### src/rtl/ascon_pkg.sv
// Shared types and constants for the Ascon-AEAD128 sequencer.
// ASCON_CTRL_UNROLL2_EN selects two permutation rounds per cycle.
package ascon_pkg;

    localparam int RND_LAST     = 11;
    localparam int RND_IDX_W    = 4;
    localparam int ROUNDS_A_DEF = 12;
    localparam int ROUNDS_B_DEF = 8;

`ifdef ASCON_CTRL_UNROLL2_EN
    localparam int RND_STEP = 2;
`else
    localparam int RND_STEP = 1;
`endif

    // Counter value of the final cycle of a permutation run.
    localparam int RND_EXIT = RND_LAST + 1 - RND_STEP;

    typedef enum logic [2:0] {
        SEL_INIT   = 3'd0,
        SEL_ROUND  = 3'd1,
        SEL_ABSORB = 3'd2,
        SEL_KEY_LO = 3'd3,
        SEL_DOMSEP = 3'd4,
        SEL_KEY_HI = 3'd5
    } st_sel_t;

    typedef enum logic [3:0] {
        S_IDLE,
        S_INIT,
        S_INIT_KEY,
        S_AD_WAIT,
        S_AD_PERM,
        S_DOMSEP,
        S_DATA_WAIT,
        S_DATA_PERM,
        S_FINAL_KEY,
        S_FINAL_PERM,
        S_TAG
    } ctrl_state_t;

    function automatic logic [RND_IDX_W-1:0] rnd_start(input int rounds);
        return RND_IDX_W'(RND_LAST + 1 - rounds);
    endfunction

endpackage

### src/rtl/ascon_round_cnt.sv
// Loadable round counter; done flags the last cycle of a permutation run.
// Steps by 2 when ASCON_CTRL_UNROLL2_EN is defined.
module ascon_round_cnt
    import ascon_pkg::*;
(
    input  logic                 clk,
    input  logic                 rst,
    input  logic                 load,
    input  logic [RND_IDX_W-1:0] load_val,
    input  logic                 step,
    output logic [RND_IDX_W-1:0] cnt,
    output logic                 done
);

    always_ff @(posedge clk) begin
        if (rst) begin
            cnt <= '0;
        end else if (load) begin
            cnt <= load_val;
        end else if (step) begin
            cnt <= cnt + RND_IDX_W'(RND_STEP);
        end
    end

    assign done = (cnt == RND_IDX_W'(RND_EXIT));

endmodule

### src/rtl/ascon_ctrl.sv
// Ascon-AEAD128 sequencer: drives state enable/select and round index, one round per cycle
// (two with ASCON_CTRL_UNROLL2_EN); blk_ready/dout_en/tag_valid are same-cycle decodes.
module ascon_ctrl
    import ascon_pkg::*;
#(
    parameter int ROUNDS_A = ROUNDS_A_DEF,
    parameter int ROUNDS_B = ROUNDS_B_DEF
) (
    input  logic                 clk,
    input  logic                 rst,
    input  logic                 start,
    input  logic                 decrypt,
    input  logic                 has_ad,
    output logic                 busy,
    input  logic                 blk_valid,
    input  logic                 blk_last,
    output logic                 blk_ready,
    output logic                 blk_is_ad,
    output logic                 dout_en,
    output logic                 st_en,
    output st_sel_t              st_sel,
    output logic [RND_IDX_W-1:0] rnd_idx,
    output logic                 mode_dec,
    output logic                 tag_valid,
    input  logic                 tag_ready
);

    if (ROUNDS_A < 1 || ROUNDS_A > 12) begin : g_bad_rounds_a
        $error("ascon_ctrl: ROUNDS_A must be in 1..12");
    end
    if (ROUNDS_B < 1 || ROUNDS_B > 12) begin : g_bad_rounds_b
        $error("ascon_ctrl: ROUNDS_B must be in 1..12");
    end
`ifdef ASCON_CTRL_UNROLL2_EN
    if ((ROUNDS_A % 2) != 0 || (ROUNDS_B % 2) != 0) begin : g_bad_unroll
        $error("ascon_ctrl: ROUNDS_A and ROUNDS_B must be even when unrolled by 2");
    end
`endif

    localparam logic [RND_IDX_W-1:0] A_START = rnd_start(ROUNDS_A);
    localparam logic [RND_IDX_W-1:0] B_START = rnd_start(ROUNDS_B);

    ctrl_state_t          state;
    logic                 busy_q;
    logic                 dec_q;
    logic                 ad_q;
    logic                 last_q;
    logic                 is_ad_q;

    logic                 en_c;
    st_sel_t              sel_c;
    logic                 cnt_load;
    logic [RND_IDX_W-1:0] cnt_val;
    logic                 cnt_step;
    logic [RND_IDX_W-1:0] rnd_cnt;
    logic                 rnd_done;
    logic                 in_perm;
    logic                 in_wait;

    ascon_round_cnt u_round_cnt (
        .clk      (clk),
        .rst      (rst),
        .load     (cnt_load),
        .load_val (cnt_val),
        .step     (cnt_step),
        .cnt      (rnd_cnt),
        .done     (rnd_done)
    );

    assign in_perm = (state == S_INIT) || (state == S_AD_PERM) ||
                     (state == S_DATA_PERM) || (state == S_FINAL_PERM);
    assign in_wait = (state == S_AD_WAIT) || (state == S_DATA_WAIT);

    always_comb begin
        en_c     = 1'b0;
        sel_c    = SEL_INIT;
        cnt_load = 1'b0;
        cnt_val  = A_START;
        cnt_step = 1'b0;
        case (state)
            S_IDLE: begin
                if (start) begin
                    en_c     = 1'b1;
                    sel_c    = SEL_INIT;
                    cnt_load = 1'b1;
                    cnt_val  = A_START;
                end
            end
            S_INIT, S_AD_PERM, S_DATA_PERM, S_FINAL_PERM: begin
                en_c     = 1'b1;
                sel_c    = SEL_ROUND;
                cnt_step = 1'b1;
            end
            S_INIT_KEY: begin
                en_c  = 1'b1;
                sel_c = SEL_KEY_LO;
            end
            S_AD_WAIT: begin
                if (blk_valid) begin
                    en_c     = 1'b1;
                    sel_c    = SEL_ABSORB;
                    cnt_load = 1'b1;
                    cnt_val  = B_START;
                end
            end
            S_DOMSEP: begin
                en_c  = 1'b1;
                sel_c = SEL_DOMSEP;
            end
            S_DATA_WAIT: begin
                if (blk_valid) begin
                    en_c     = 1'b1;
                    sel_c    = SEL_ABSORB;
                    cnt_load = !blk_last;
                    cnt_val  = B_START;
                end
            end
            S_FINAL_KEY: begin
                en_c     = 1'b1;
                sel_c    = SEL_KEY_HI;
                cnt_load = 1'b1;
                cnt_val  = A_START;
            end
            default: ;
        endcase
    end

    // A reset cycle must never write the state, even mid-permutation.
    assign st_en     = en_c && !rst;
    assign st_sel    = st_en ? sel_c : SEL_INIT;
    assign rnd_idx   = in_perm ? rnd_cnt : '0;
    assign blk_ready = in_wait && !rst;
    assign dout_en   = (state == S_DATA_WAIT) && blk_valid && !rst;
    assign tag_valid = (state == S_TAG) && !rst;
    assign busy      = busy_q;
    assign mode_dec  = dec_q;
    assign blk_is_ad = is_ad_q;

    always_ff @(posedge clk) begin
        if (rst) begin
            state   <= S_IDLE;
            busy_q  <= 1'b0;
            dec_q   <= 1'b0;
            ad_q    <= 1'b0;
            last_q  <= 1'b0;
            is_ad_q <= 1'b0;
        end else begin
            case (state)
                S_IDLE: begin
                    if (start) begin
                        state  <= S_INIT;
                        busy_q <= 1'b1;
                        dec_q  <= decrypt;
                        ad_q   <= has_ad;
                    end
                end
                S_INIT: begin
                    if (rnd_done) state <= S_INIT_KEY;
                end
                S_INIT_KEY: begin
                    if (ad_q) begin
                        state   <= S_AD_WAIT;
                        is_ad_q <= 1'b1;
                    end else begin
                        state <= S_DOMSEP;
                    end
                end
                S_AD_WAIT: begin
                    if (blk_valid) begin
                        state  <= S_AD_PERM;
                        last_q <= blk_last;
                    end
                end
                S_AD_PERM: begin
                    if (rnd_done) state <= last_q ? S_DOMSEP : S_AD_WAIT;
                end
                S_DOMSEP: begin
                    state   <= S_DATA_WAIT;
                    is_ad_q <= 1'b0;
                end
                S_DATA_WAIT: begin
                    if (blk_valid) state <= blk_last ? S_FINAL_KEY : S_DATA_PERM;
                end
                S_DATA_PERM: begin
                    if (rnd_done) state <= S_DATA_WAIT;
                end
                S_FINAL_KEY: begin
                    state <= S_FINAL_PERM;
                end
                S_FINAL_PERM: begin
                    if (rnd_done) state <= S_TAG;
                end
                S_TAG: begin
                    // Any start seen here is dropped; it is honoured from the next IDLE cycle.
                    if (tag_ready) begin
                        state  <= S_IDLE;
                        busy_q <= 1'b0;
                        dec_q  <= 1'b0;
                        ad_q   <= 1'b0;
                        last_q <= 1'b0;
                    end
                end
                default: state <= S_IDLE;
            endcase
        end
    end

endmodule
### config.mk
export PLATFORM = sky130hd
export DESIGN_NAME = ascon_ctrl
export DESIGN_NICKNAME = d
export VERILOG_FILES = /design/src/rtl/ascon_pkg.sv /design/src/rtl/ascon_round_cnt.sv /design/src/rtl/ascon_ctrl.sv
export SDC_FILE = /design/constraint.sdc
export NUM_CORES = 1
export LEC_CHECK = 0
export BUFFER_PORTS_ARGS = -buffer_cell sky130_fd_sc_hd__buf_2
export CAP_MARGIN = 20
export CELL_PAD_IN_SITES_DETAIL_PLACEMENT = 0
export CELL_PAD_IN_SITES_GLOBAL_PLACEMENT = 1
export CORE_AREA = 8 8 61 58
export CTS_CLUSTER_DIAMETER = 100
export DETAILED_ROUTE_END_ITERATION = 6
export DIE_AREA = 0 0 69 66
export HOLD_SLACK_MARGIN = 0.06
export PLACE_DENSITY = 0.77
export SYNTH_ARGS = -nofsm -noshare
export SYNTH_HDL_FRONTEND = slang
export SYNTH_SLANG_ARGS = --single-unit
export TNS_END_PERCENT = 5
### constraint.sdc
create_clock -name clk -period 3.77 [get_ports clk]
set_clock_uncertainty 0.2 [all_clocks]
set_input_delay 0.377 -clock clk [delete_from_list [all_inputs] [get_ports clk]]
set_output_delay 0.377 -clock clk [all_outputs]
set_load 0.02 [all_outputs]
==> summary.md, run 1 <==
The share of layout cells above drive strength 1 is 0.2113. Post-CTS clock slew at the launch and capture registers of the worst setup and hold paths: 90 ps. Input and output buffers added on the ports amount to 21.

The number of antenna diodes was 0; the number of max-cap violations was 0. The flow ran to the end, and the final reports show no timing, DRC or antenna violations. The top cell family by delay on the critical path is flip-flops. The switching power of the nets is 0.0003390 W, and the count of final hold-check violations is 0. The run gives 126 as the synthesized instance count. The analysis attributes to cell leakage a power of 0.4710 nW. For this run, the detailed router's first-pass iteration total came to 4. Largest area contributor in the synthesized netlist: sky130_fd_sc_hd__dfxtp_1. The count of nets left with antenna violations after detail routing came out at 0.

The total count of max-transition violations in the final report is 0. Core area: 2567 µm². The synthesized design contains 13 register bits.

Gates resized during post-CTS repair numbered 0. Setup repair after global routing left no endpoint under its margin. The portion of the clock cycle consumed by the worst path in the final layout works out to 0.6762. The fraction of synthesized cell area taken by the top area cell type works out to 0.2766. After detailed placement, the total cell area comes to 1036 µm². After synthesis the cells add up to 940.9 µm².

The clock insertion delay at the later pin of the skew report was 270 ps; the global-route total usage across every layer was 0.1110. Most frequently used cell type in the post-synthesis netlist: sky130_fd_sc_hd__nor2_1. The number of nets in the synthesized netlist is 135, and the average routed wire per standard cell is 14.48 µm. The worst setup path is of the flop to output pin kind. The routed layout has 960 vias.

Entering global routing, the biggest net connects 19 pins. In this run the vertical extent of the chip is 66 µm. For the H-tree depth, the log shows 1. The minimum clock period after layout was 2549 ps; the initial antenna violation count was 0. The floorplan step defined a die boundary enclosing 4554 µm².

The transition time of the tightest slew-check pin came out at 608.5 ps. In this run, synthesis inferred 0 flip-flops with an integrated enable. Yosys attributes the largest share of cell area to sky130_fd_sc_hd__dfxtp_1 28%, sky130_fd_sc_hd__a21oi_1 6.4%, sky130_fd_sc_hd__nor2_1 6.4%, sky130_fd_sc_hd__nor3_1 4.8%, sky130_fd_sc_hd__and2b_1 4.0%.

The switching portion of total power came out at 0.4862. The setup fix buffers added after clock tree synthesis was 0; the areal power density over the cells was 655.5 nW/µm². For the count of endpoints failing setup in the final report, the log shows 0. For this run the aggregate overflow at the end of global routing stands at 0.

Yosys printed 0 warnings. The wire length of the first global-routing pass is 4298 µm, and the horizontal extent of the die is 69 µm. The netlist uses 38 different library cells. The number of buffer and inverter instances along the worst setup path works out to 2. For this design, the CTS-stage hold fixing added 0 buffers. The largest stage delay on the critical path came out at 720 ps.

For this design, the slowest cell found on the critical path is sky130_fd_sc_hd__dfxtp_1. The detailed router finished its first iteration with 45 violations. After routing, the total negative slack on setup checks comes to 0 ps. VDD sags by at most 242.7 µV.

For the routability congestion estimate from global placement, the log shows 0.9217. The path class of the tightest hold or removal check is input port to flop. The fraction of power consumed by combinational cells is 0.534, and the count of standard-cell rows is 18. Walking the worst path, the cells encountered are inv_1, a22oi_4, and2b_1, buf_2. Share of flip-flops with an asynchronous set or reset: 0. The tools report the portion of the post-synthesis area used by sequential elements as 0.2766. The tools report the maximum clock rate as 392.3 MHz. STA classifies the critical path endpoint as an output pin. The boundary pin count is 22.

Maximum net fanout on the critical path: 18. Relative to the synthesized area, the layout overhead comes to 13.03%. The final-stage net count came out at 152. After synthesis, the most frequently instantiated cells are 16 x sky130_fd_sc_hd__nor2_1, 13 x sky130_fd_sc_hd__dfxtp_1, 12 x sky130_fd_sc_hd__a21oi_1.

Clock network fraction of total power: 0.129. The tools report the relative max-transition margin as 0.5938. Startpoint class of the critical path: a flop.

The number of clock buffers added by TritonCTS is 3. Internal portion of total power: 0.0003582 W. The dominant register cell in the synthesized netlist is sky130_fd_sc_hd__dfxtp_1. Counting every sink on the clock net gives 13. The tree is rooted in a sky130_fd_sc_hd__clkbuf_4. After detailed routing, the number of vias per cell comes to 5.581.

Once layout is done, the placed cells without fillers occupy 1064 µm². The mean area per synthesized cell was 7.467 µm²; the via count of the first global-routing pass was 957. At the worst endpoint, the required time is 3190 ps. The run gives 2 as the worst-case clock buffer depth. The residual DRC count was 0; the total length of routed wires was 2490 µm. The starting density of the core is 0.3665.

The run gives 285 as the number of inserted filler cells in the final layout. The estimated wirelength of the detail-placed design came out at 1862 µm. The part of the total power dissipated in sequential elements came out at 0.337. TritonCTS built the clock tree. Data on the critical path arrives at its endpoint at 1970 ps.
## state kept, by name, summed over array words and instances, names as in the netlist
signal           cells
ad_q                 1
blk_is_ad            1
busy                 1
last_q               1
mode_dec             1
state                4
u_round_cnt.cnt      4
## worst paths after layout
| path | startpoint | endpoint | slack [ps] | depth (start not counted) |
|---|---|---|---|---|
| worst min register to register | busy | busy | 310 | 2 |
| worst min-delay path | tag_ready | last_q | 100 | 2 |
| worst max register to register | state[1] | state[3] | 1480 | 5 |
| worst max-delay path | state[1] | rnd_idx[0] | 1220 | 4 |
## routing by layer
metal | wire [µm] | GRT usage | vias up
met3 | 140 | 0.02853 | 2
met2 | 1046 | 0.1680 | 27
li1 | - | - | 479
met1 | 1288 | 0.1433 | 452
met4 | 14 | 0.05371 | 0
met5 | 0 | 0 | -
## final cells by class
class	count	area (µm²)	share of cell area
Multi-Input combinational cell	99	614.3	0.5776
Sequential cell	13	260.3	0.2447
Timing Repair Buffer	21	105.1	0.09882
Tap cell	30	37.54	0.03529
Clock buffer	3	22.52	0.02118
Inverter	5	18.77	0.01765
Clock inverter	1	5.005	0.004706
## logic make-up (layout without fill, tap and decap cells)
family / count (synthesis) / count (layout) / share of synthesized area
and+or+nand+nor: 58 / 58 / 0.3205
DFF: 13 / 13 / 0.2766
adders and majority gates: 1 / 1 / 0.01330
xor gates and xnor gates: 4 / 4 / 0.04522
buffers and inverters: 14 / 30 / 0.07047
muxes: 2 / 2 / 0.02128
AOI/OAI and AO/OA: 34 / 34 / 0.2527
## stage by stage
stage / cells / util / hold WS, ps / total power [W] / worst slack [ps]
final: 172 / 0.4142 / 98.05 / 0.0006971 / 1221
after global routing: 172 / 0.4142 / 98.00 / 0.0007606 / 1099
after CTS: 172 / 0.4142 / 92.73 / 0.0006994 / 1254
after detailed placement: 168 / 0.4035 / 298.9 / 0.0006073 / 1541
after global placement: 168 / 0.4035 / 289.1 / 0.0006000 / 1604
after floorplan: 126 / - / 275.6 / 0.0005385 / 1539
## cell usage in the layout (no fill, tap or decap), types with 2 or more instances in the layout
cell type / count
sky130_fd_sc_hd__dfxtp_1: 13
sky130_fd_sc_hd__nand4b_1: 2
sky130_fd_sc_hd__buf_2: 21
sky130_fd_sc_hd__nand2b_1: 2
sky130_fd_sc_hd__a21oi_1: 12
sky130_fd_sc_hd__inv_1: 4
sky130_fd_sc_hd__o21ai_0: 5
sky130_fd_sc_hd__clkbuf_4: 3
sky130_fd_sc_hd__o21ai_1: 2
sky130_fd_sc_hd__or3_1: 3
sky130_fd_sc_hd__xor2_1: 2
sky130_fd_sc_hd__nor3_1: 9
sky130_fd_sc_hd__a211oi_1: 2
sky130_fd_sc_hd__a31oi_1: 3
sky130_fd_sc_hd__nor2_1: 16
sky130_fd_sc_hd__nor2b_1: 5
sky130_fd_sc_hd__nand3_1: 4
sky130_fd_sc_hd__nand2_1: 8
sky130_fd_sc_hd__and2b_1: 5
sky130_fd_sc_hd__mux2i_1: 2
sky130_fd_sc_hd__a22oi_1: 3
## power by group through the flow
stage          Clock (W)  Sequential, W  Combinational, W
4_1_cts        0.0000928       0.000233          0.000373
5_1_grt         0.000101       0.000242          0.000418
3_5_place_dp           0       0.000237          0.000370
3_3_place_gp           0       0.000234          0.000366
6_report       0.0000899       0.000235          0.000372
2_1_floorplan          0       0.000187          0.000352
(Power assumes the default switching activity.)
==> inputs of run 2 (changes only) <==
--- a/config.mk
+++ b/config.mk
@@ -5,16 +5,17 @@
 export SDC_FILE = /design/constraint.sdc
 export NUM_CORES = 1
 export LEC_CHECK = 0
+export ABC_AREA = 1
 export BUFFER_PORTS_ARGS = -buffer_cell sky130_fd_sc_hd__buf_2
 export CAP_MARGIN = 20
 export CELL_PAD_IN_SITES_DETAIL_PLACEMENT = 0
 export CELL_PAD_IN_SITES_GLOBAL_PLACEMENT = 1
-export CORE_AREA = 8 8 61 58
+export CORE_AREA = 8 8 67 63
 export CTS_CLUSTER_DIAMETER = 100
 export DETAILED_ROUTE_END_ITERATION = 6
-export DIE_AREA = 0 0 69 66
+export DIE_AREA = 0 0 75 71
 export HOLD_SLACK_MARGIN = 0.06
-export PLACE_DENSITY = 0.77
+export PLACE_DENSITY = 0.71
 export SYNTH_ARGS = -nofsm -noshare
 export SYNTH_HDL_FRONTEND = slang
 export SYNTH_SLANG_ARGS = --single-unit
==> constraint.sdc (replaced) <==
create_clock -name clk -period 2.2 [get_ports clk]
set_clock_uncertainty 0.2 [all_clocks]
set_input_delay 0.22 -clock clk [delete_from_list [all_inputs] [get_ports clk]]
set_output_delay 0.22 -clock clk [all_outputs]
set_load 0.02 [all_outputs]
==> run 2 against run 1 <==
Net effect:
- cell area up 14%
- first-iteration DRC count up 38%
- count of clock-buffer cells in the layout unchanged
- final cell count up 33%
- via count up 10%
- total power up 76%
- synthesized cell count up 24%
- utilization down 3.4 points
- worst setup slack worse by 1100 ps
- non-clock buffer count up 5
- combinational power up 92%
- routed wire length up 8.4%
- largest cell class unchanged
- highest routed layer unchanged
==> summary.md, run 2 <==
The run finished with clean final reports. Largest area contributor in the synthesized netlist: sky130_fd_sc_hd__dfxtp_1. The number of antenna diodes is 0. Among all flip-flop cells after synthesis, the most frequent one is sky130_fd_sc_hd__dfxtp_1. In this run the clock root is driven by a sky130_fd_sc_hd__clkbuf_4.

The switching portion of total power was 0.5094; the number of buffers created by CTS was 3. The first global-routing pass estimated 4733 µm of wire. After detailed routing, the average wire length per cell comes to 11.79 µm.

For this run, the number of Yosys warnings is 0. The relative max-transition margin is 0.8089, and the residual DRC count is 0. At the pin with the least slew margin, the transition time is 286.7 ps. Leading cell type in the layout, fill and taps excluded: sky130_fd_sc_hd__nand2_1. The maximum clock rate is 487.4 MHz. The summed negative setup slack over all endpoints came out at 0 ps. Category of the worst setup path capture point: an output pin. Along the worst path, the maximum fanout reaches 5. The routed via count divided by cell count works out to 4.629. Sorting the synthesized cells by how often they occur yields 42 x sky130_fd_sc_hd__nand2_1, 23 x sky130_fd_sc_hd__nor2_1, 19 x sky130_fd_sc_hd__inv_1.

Hold timing on the final database bottoms out at a slack of 65.29 ps. In the layout the commonest cells are 42 x sky130_fd_sc_hd__nand2_1, 21 x sky130_fd_sc_hd__nor2_1, 20 x sky130_fd_sc_hd__buf_2, 19 x sky130_fd_sc_hd__inv_1, 10 x sky130_fd_sc_hd__nand3_1. The later pin in the worst-skew pair is clocked with a latency of 290 ps.

The post-CTS clock slew at the launch and capture registers of the worst setup and hold paths was 90 ps; the final-stage net count was 195. In this run the worst setup path begins at state[1]. The part of the total power dissipated in sequential elements was 0.285. For the cell total after placement, the log shows 220.

The synthesized netlist contains 23 unique library cells. The tree built by TritonCTS fans out to 13 sinks. The fraction of power consumed by combinational cells was 0.581; the initial antenna violation count was 0. The count of final hold-check violations is 0. The share of layout cells above drive strength 1 works out to 0.3189. The startpoint class of the critical path was a flop. TritonCTS built the clock tree. Routability-driven placement finished with a final weighted congestion of 0.9239.

In this design, the stage delay of the slowest critical-path cell is 370 ps. For this block, the routed nets add up to 2699 µm of wire. The tools report the maximum number of pins on one net before global-route repair as 14. The area growth from synthesis to layout is 27.24%.

Fraction of synthesized cell area taken by the top area cell type: 0.2737. The share of flip-flops with an asynchronous set or reset was 0. The areal power density over the cells is 1013 nW/µm², and the boundary pin count is 22. The pre-antenna-repair detailed-routing pass consisted of 4 iterations. After the first detailed-routing iteration, the DRC count stood at 62.

The cell leakage power was 0.5841 nW. The end of the worst register-to-register path was state[3]. Mean area per synthesized cell: 6.096 µm². The floorplan step defined a die boundary enclosing 5325 µm². The finished layout holds 229 standard cells, fillers aside. The via count of the first global-routing pass was 1078; the required time of the critical path was 1780 ps. The detail route stage leaves a number of antenna-violating nets equal to 0.

Setup repair after global routing left no endpoint under its margin. The tightest min-delay check is of the input port to flop type. Across the run, the number of max-cap violations was 0. The logs give 1 for the H-tree depth and 1630 ps for the arrival time reported for the critical path endpoint.

The analysis attributes to net switching a power of 0.0006244 W. The run gives 0.2992 as the starting density of the core. The floorplan step defined a core boundary enclosing 3178 µm².

For this design, the slowest cell found on the critical path is sky130_fd_sc_hd__dfxtp_4. Port buffering added 21 buffers. From left edge to right edge, the die measures 75 µm. Portion of the clock cycle consumed by the worst path in the final layout: 0.9327. The HPWL after detailed placement is 2172 µm. The number of register bits inferred by synthesis works out to 13. The signal on the critical path passes through inv_2, nand2_1, o21ai_1, nor2_1, nand4_1, nand2_1, nor2_1, buf_2. Ranked by total cell area, the synthesized netlist is headed by sky130_fd_sc_hd__dfxtp_1 27%, sky130_fd_sc_hd__nand2_1 17%, sky130_fd_sc_hd__nor2_1 9.1%, sky130_fd_sc_hd__inv_1 7.5%, sky130_fd_sc_hd__nand3_1 5.3%.

The total overflow left after global routing is 0. The initialized floorplan defines 20 standard-cell rows. The cell depth of the worst flop-to-flop path was 10.

The clock network fraction of total power was 0.134; the post-synthesis instance area was 950.9 µm². For the portion of the post-synthesis area used by sequential elements, the log shows 0.2737. The highest ir drop seen on vdd was 351.3 µV; the die outline height was 71 µm. The capturing instance or port of the critical path was st_sel[2]. Setup violations remaining at the end of the flow were counted as 0. In this run the register-to-register setup slack is 570 ps. The largest registers in the layout are state: 4 flops, u_round_cnt.cnt: 4 flops.

The tools report the worst reg2reg path startpoint as state[0]. The count of flip-flops with a built-in enable after synthesis was 0; the total count of max-transition violations in the final report was 0. sky130_fd_sc_hd__nand2_1 is the most common cell in the netlist. The final route contains 1060 vias. After technology mapping, the gate count stands at 156. The critical path is of the flop to output pin type.

The number of nets in the synthesized netlist is 165. The clock period could shrink to 2052 ps. The global-route total usage across every layer is 0.1123, and the internal portion of total power is 0.0006014 W.

The worst-case clock buffer depth was 2.
## run 2: cell type report
type	count	area, µm²
Timing Repair Buffer	26	152.6
Inverter	24	90.09
Clock buffer	3	22.52
Clock inverter	1	5.005
Sequential cell	13	272.8
Tap cell	44	55.05
Multi-Input combinational cell	118	611.8
Fill cell	350	1968
## run 2: logic make-up after synthesis
family / synth area share
adders and majority gates: 0.01316
DFF: 0.2737
buffers and inverters: 0.09868
and+or+nand+nor: 0.4974
AOI/OAI and AO/OA: 0.1079
xor gates and xnor gates: 0.009212
## run 2: power groups by stage
stage	Sequential, W	Clock, W	Combinational, W
after floorplan	0.000337	0	0.000505
after global placement	0.000332	0	0.000669
after detailed placement	0.000335	0	0.000666
after CTS	0.000331	0.000170	0.000672
after global routing	0.000357	0.000181	0.000800
final	0.000349	0.000164	0.000713
## run 2: how the worst min path moves through the flow
stage | from | to | cells after the start
floorplan | rst | last_q | 1
global placement | mode_dec | mode_dec | 2
detailed placement | mode_dec | mode_dec | 2
CTS | rst | state[3] | 2
global route | rst | state[2] | 2
finish | rst | state[2] | 2
## run 2: per-layer routing
| layer | vias to the layer above | GRT usage | part of all wire |
|---|---|---|---|
| met3 | 7 | 0.03814 | 0.063 |
| met2 | 35 | 0.1823 | 0.48 |
| met1 | 473 | 0.1337 | 0.45 |
| li1 | 545 | - | - |
| met4 | 0 | 0.03261 | 0.011 |
| met5 | - | 0 | 0 |
## run 2: what timing repair did
action,4_1_cts,5_1_grt
endpoints found under the hold margin,3,0
gates resized for setup,2,11
hold buffers,3,0
setup buffers,0,2
setup endpoints to repair,2,3
pin swaps,0,1
## run 2: per-stage QoR
step	area [µm²]	power (W)	util	setup slack (ps)
floorplan	950.9	0.0008418	-	474.1
global placement	1107	0.001001	0.3484	206.3
detailed placement	1107	0.001001	0.3484	286.2
CTS	1169	0.001173	0.3677	31.67
global route	1210	0.001338	0.3807	13.41
finish	1210	0.001226	0.3807	148.2
## run 2: critical path, delay by kind of cell, from the launching register on
family	cells	cell delay, ps
buffers and inverters	2	280
DFF	1	370
AOI/OAI and AO/OA	1	240
and+or+nand+nor	5	460
==> inputs of run 3 (changes only) <==
--- a/config.mk
+++ b/config.mk
@@ -16,6 +16,7 @@
 export DIE_AREA = 0 0 75 71
 export HOLD_SLACK_MARGIN = 0.06
 export PLACE_DENSITY = 0.71
+export SETUP_SLACK_MARGIN = 0.5
 export SYNTH_ARGS = -nofsm -noshare
 export SYNTH_HDL_FRONTEND = slang
 export SYNTH_SLANG_ARGS = --single-unit
==> run 3 against run 2 <==
Net effect:
- final cell count rose by 5.7%
- critical path depth unchanged
- hold slack better by 74 ps
- non-clock buffer count rose by 13
- register-to-register slack about the same
- largest cell class unchanged
- critical endpoint unchanged
- die area unchanged
- count of clock-buffer cells in the layout did not move
- critical path type unchanged
==> summary.md, run 3 (synthesis results as in run 2) <==
For the violation count after the first detailed-route iteration, the log shows 84. The transition time of the tightest slew-check pin works out to 284.7 ps. The routed layout has 1125 vias. The wire length of the first global-routing pass is 5126 µm, and the routed via count divided by cell count is 4.649. Core area: 3178 µm². The HPWL after detailed placement is 2172 µm. The layout has 342 filler cells. The die is 71 µm tall.

Clock-pin slew was measured on the worst setup and hold paths at 100 ps. The H-tree depth was 1; the number of antenna diodes was 0. The arrival time reported for the critical path endpoint is 1580 ps, and the average routed wire per standard cell is 12.50 µm. For this design, the slowest cell found on the critical path is sky130_fd_sc_hd__dfxtp_4. In the final timing run, aggregate negative setup slack is 0 ps. In this run the power density over the cells is 1020 nW/µm². The leading cell type in the layout, fill and taps excluded is sky130_fd_sc_hd__nand2_1. Walking the worst path, the cells encountered are nor2_4, nand2_2, nor2_4, inv_2, nand4_1, nand2_2, nor2_1, buf_4. The largest stage delay on the critical path was 400 ps. The via count of the first global-routing pass was 1119. The highest ir drop seen on vdd is 460.2 µV, and the relative max-transition margin is 0.8095. The clock passes through at most 2 buffers. Setup violations remaining at the end of the flow were counted as 0. The run gives 1375 µm² as the final standard cell area without fillers. The worst hold path belongs to the class input port to flop. The total overflow left after global routing is 0.

Total count of max-transition violations in the final report: 0. The cell leakage power was 0.6594 nW; the share of layout cells above drive strength 1 was 0.3889. The count of final hold-check violations is 0, and the required time of the critical path is 1780 ps. The critical path is of the flop to output pin type. STA classifies the critical path startpoint as a flop. The maximum clock rate came out at 499.8 MHz. TritonCTS built the clock tree. Compared with the post-synthesis result, the final layout area differs by 44.61%. The tree is rooted in a sky130_fd_sc_hd__clkbuf_4. The count of standard-cell rows is 20. The congestion estimate from routability-driven global placement came to 0.9239. For the boundary pin count, the log shows 22.

The count of nets left with antenna violations after detail routing is 0. Global-route total usage across every layer: 0.1218. The logs give 0.4327 for the final core utilization and 1107 µm² for the post-detailed-placement cell area. The largest registers in the layout are state: 4 flops, u_round_cnt.cnt: 4 flops. The number of detailed-route iterations in the first pass is 5, and the maximum number of pins on one net before global-route repair is 10. The initial antenna violation count was 0; the maximum net fanout on the critical path was 7. Number of max-cap violations: 0. Horizontal extent of the die: 75 µm. The count of buffers added on input and output ports is 21.

The portion of the clock cycle consumed by the worst path in the final layout came out at 0.9094. The minimum clock period after layout was 2001 ps; the final-stage net count was 208. The run finished with clean final reports.

TritonCTS created 3 clock buffers. The die covers 5325 µm². Setup repair after global routing could not meet its margin everywhere. The top cell types in the final layout, fill and taps aside, are 37 x sky130_fd_sc_hd__nand2_1, 19 x sky130_fd_sc_hd__nor2_1, 19 x sky130_fd_sc_hd__buf_2, 18 x sky130_fd_sc_hd__inv_1, 12 x sky130_fd_sc_hd__buf_4. Starting density of the core: 0.2992.

Wires add up to 3025 µm. For this run, design rule violations remaining after detail routing come to 0. The category of the worst setup path capture point was an output pin. The clock insertion delay at the later pin of the skew report is 290 ps, and the number of clock sinks is 13.
==> run 3: cell types whose count changed in the layout (fill, tap and decap cells not counted), moves of 2 or more <==
cell	previous run	this run
sky130_fd_sc_hd__nand2_1	42	37
sky130_fd_sc_hd__inv_4	0	2
sky130_fd_sc_hd__nand2_2	7	11
sky130_fd_sc_hd__nor2_4	5	7
sky130_fd_sc_hd__buf_4	3	12
sky130_fd_sc_hd__dlygate4sd3_1	3	7
sky130_fd_sc_hd__nor2_1	21	19
==> run 3: worst max-delay path, delay by kind of cell (launching register included) <==
family / cells / cell delay, ps
buffers and inverters: 2 / 200
flip-flops: 1 / 400
AND/OR/NAND/NOR: 6 / 680
==> run 3: power by group <==
group	internal, W	leakage, nW	switching (W)	total, W
combinational	0.000341	0.533	0.000541	0.000882
sequential	0.000290	0.109	0.0000653	0.000355
clock	0.0000678	0.0177	0.0000979	0.000166
total	0.000698	0.659	0.000704	0.00140
==> run 3: repair_timing <==
action                                  CTS  global route
setup buffers                             6             5
resized for setup                        20            11
pin swaps                                 5            11
hold buffers                              7             0
endpoints found under the hold margin     4             0
endpoints found under the setup margin   11            15
==> run 3: layout make-up <==
class                   instances  area [µm²]  area share
well taps                      44       55.05     0.04004
clock buffers                   3       22.52     0.01638
repair buffers                 39       266.5      0.1938
multi-input cells             118       655.6      0.4768
flip-flops and latches         13       275.3      0.2002
inverters                      24       95.09     0.06915
clock inverters                 1       5.005    0.003640
==> run 3: final timing paths <==
| path | from | endpoint | slack, ps | cells after the start |
|---|---|---|---|---|
| min | blk_valid | last_q | 140 | 3 |
| max | state[3] | st_sel[2] | 200 | 8 |
| max reg2reg | state[1] | state[0] | 560 | 9 |
| min reg2reg | mode_dec | mode_dec | 270 | 2 |
==> run 3: layer usage <==
metal / part of all wire / vias up / GRT usage / wire length [µm]
li1: - / 572 / - / -
met1: 0.43 / 513 / 0.1496 / 1306
met2: 0.50 / 33 / 0.1987 / 1505
met3: 0.059 / 7 / 0.03390 / 178
met4: 0.011 / 0 / 0.03261 / 34
met5: 0 / - / 0 / 0
==> run 3: stage by stage <==
step                instances  setup WS, ps  total power, W  hold slack (ps)
floorplan                 156         474.1       0.0008418            98.47
global placement          220         206.3        0.001001            245.5
detailed placement        220         286.2        0.001001            257.3
CTS                       237         225.9        0.001290            118.5
global route              242         114.2        0.001517            167.1
finish                    242         199.3        0.001403            139.4
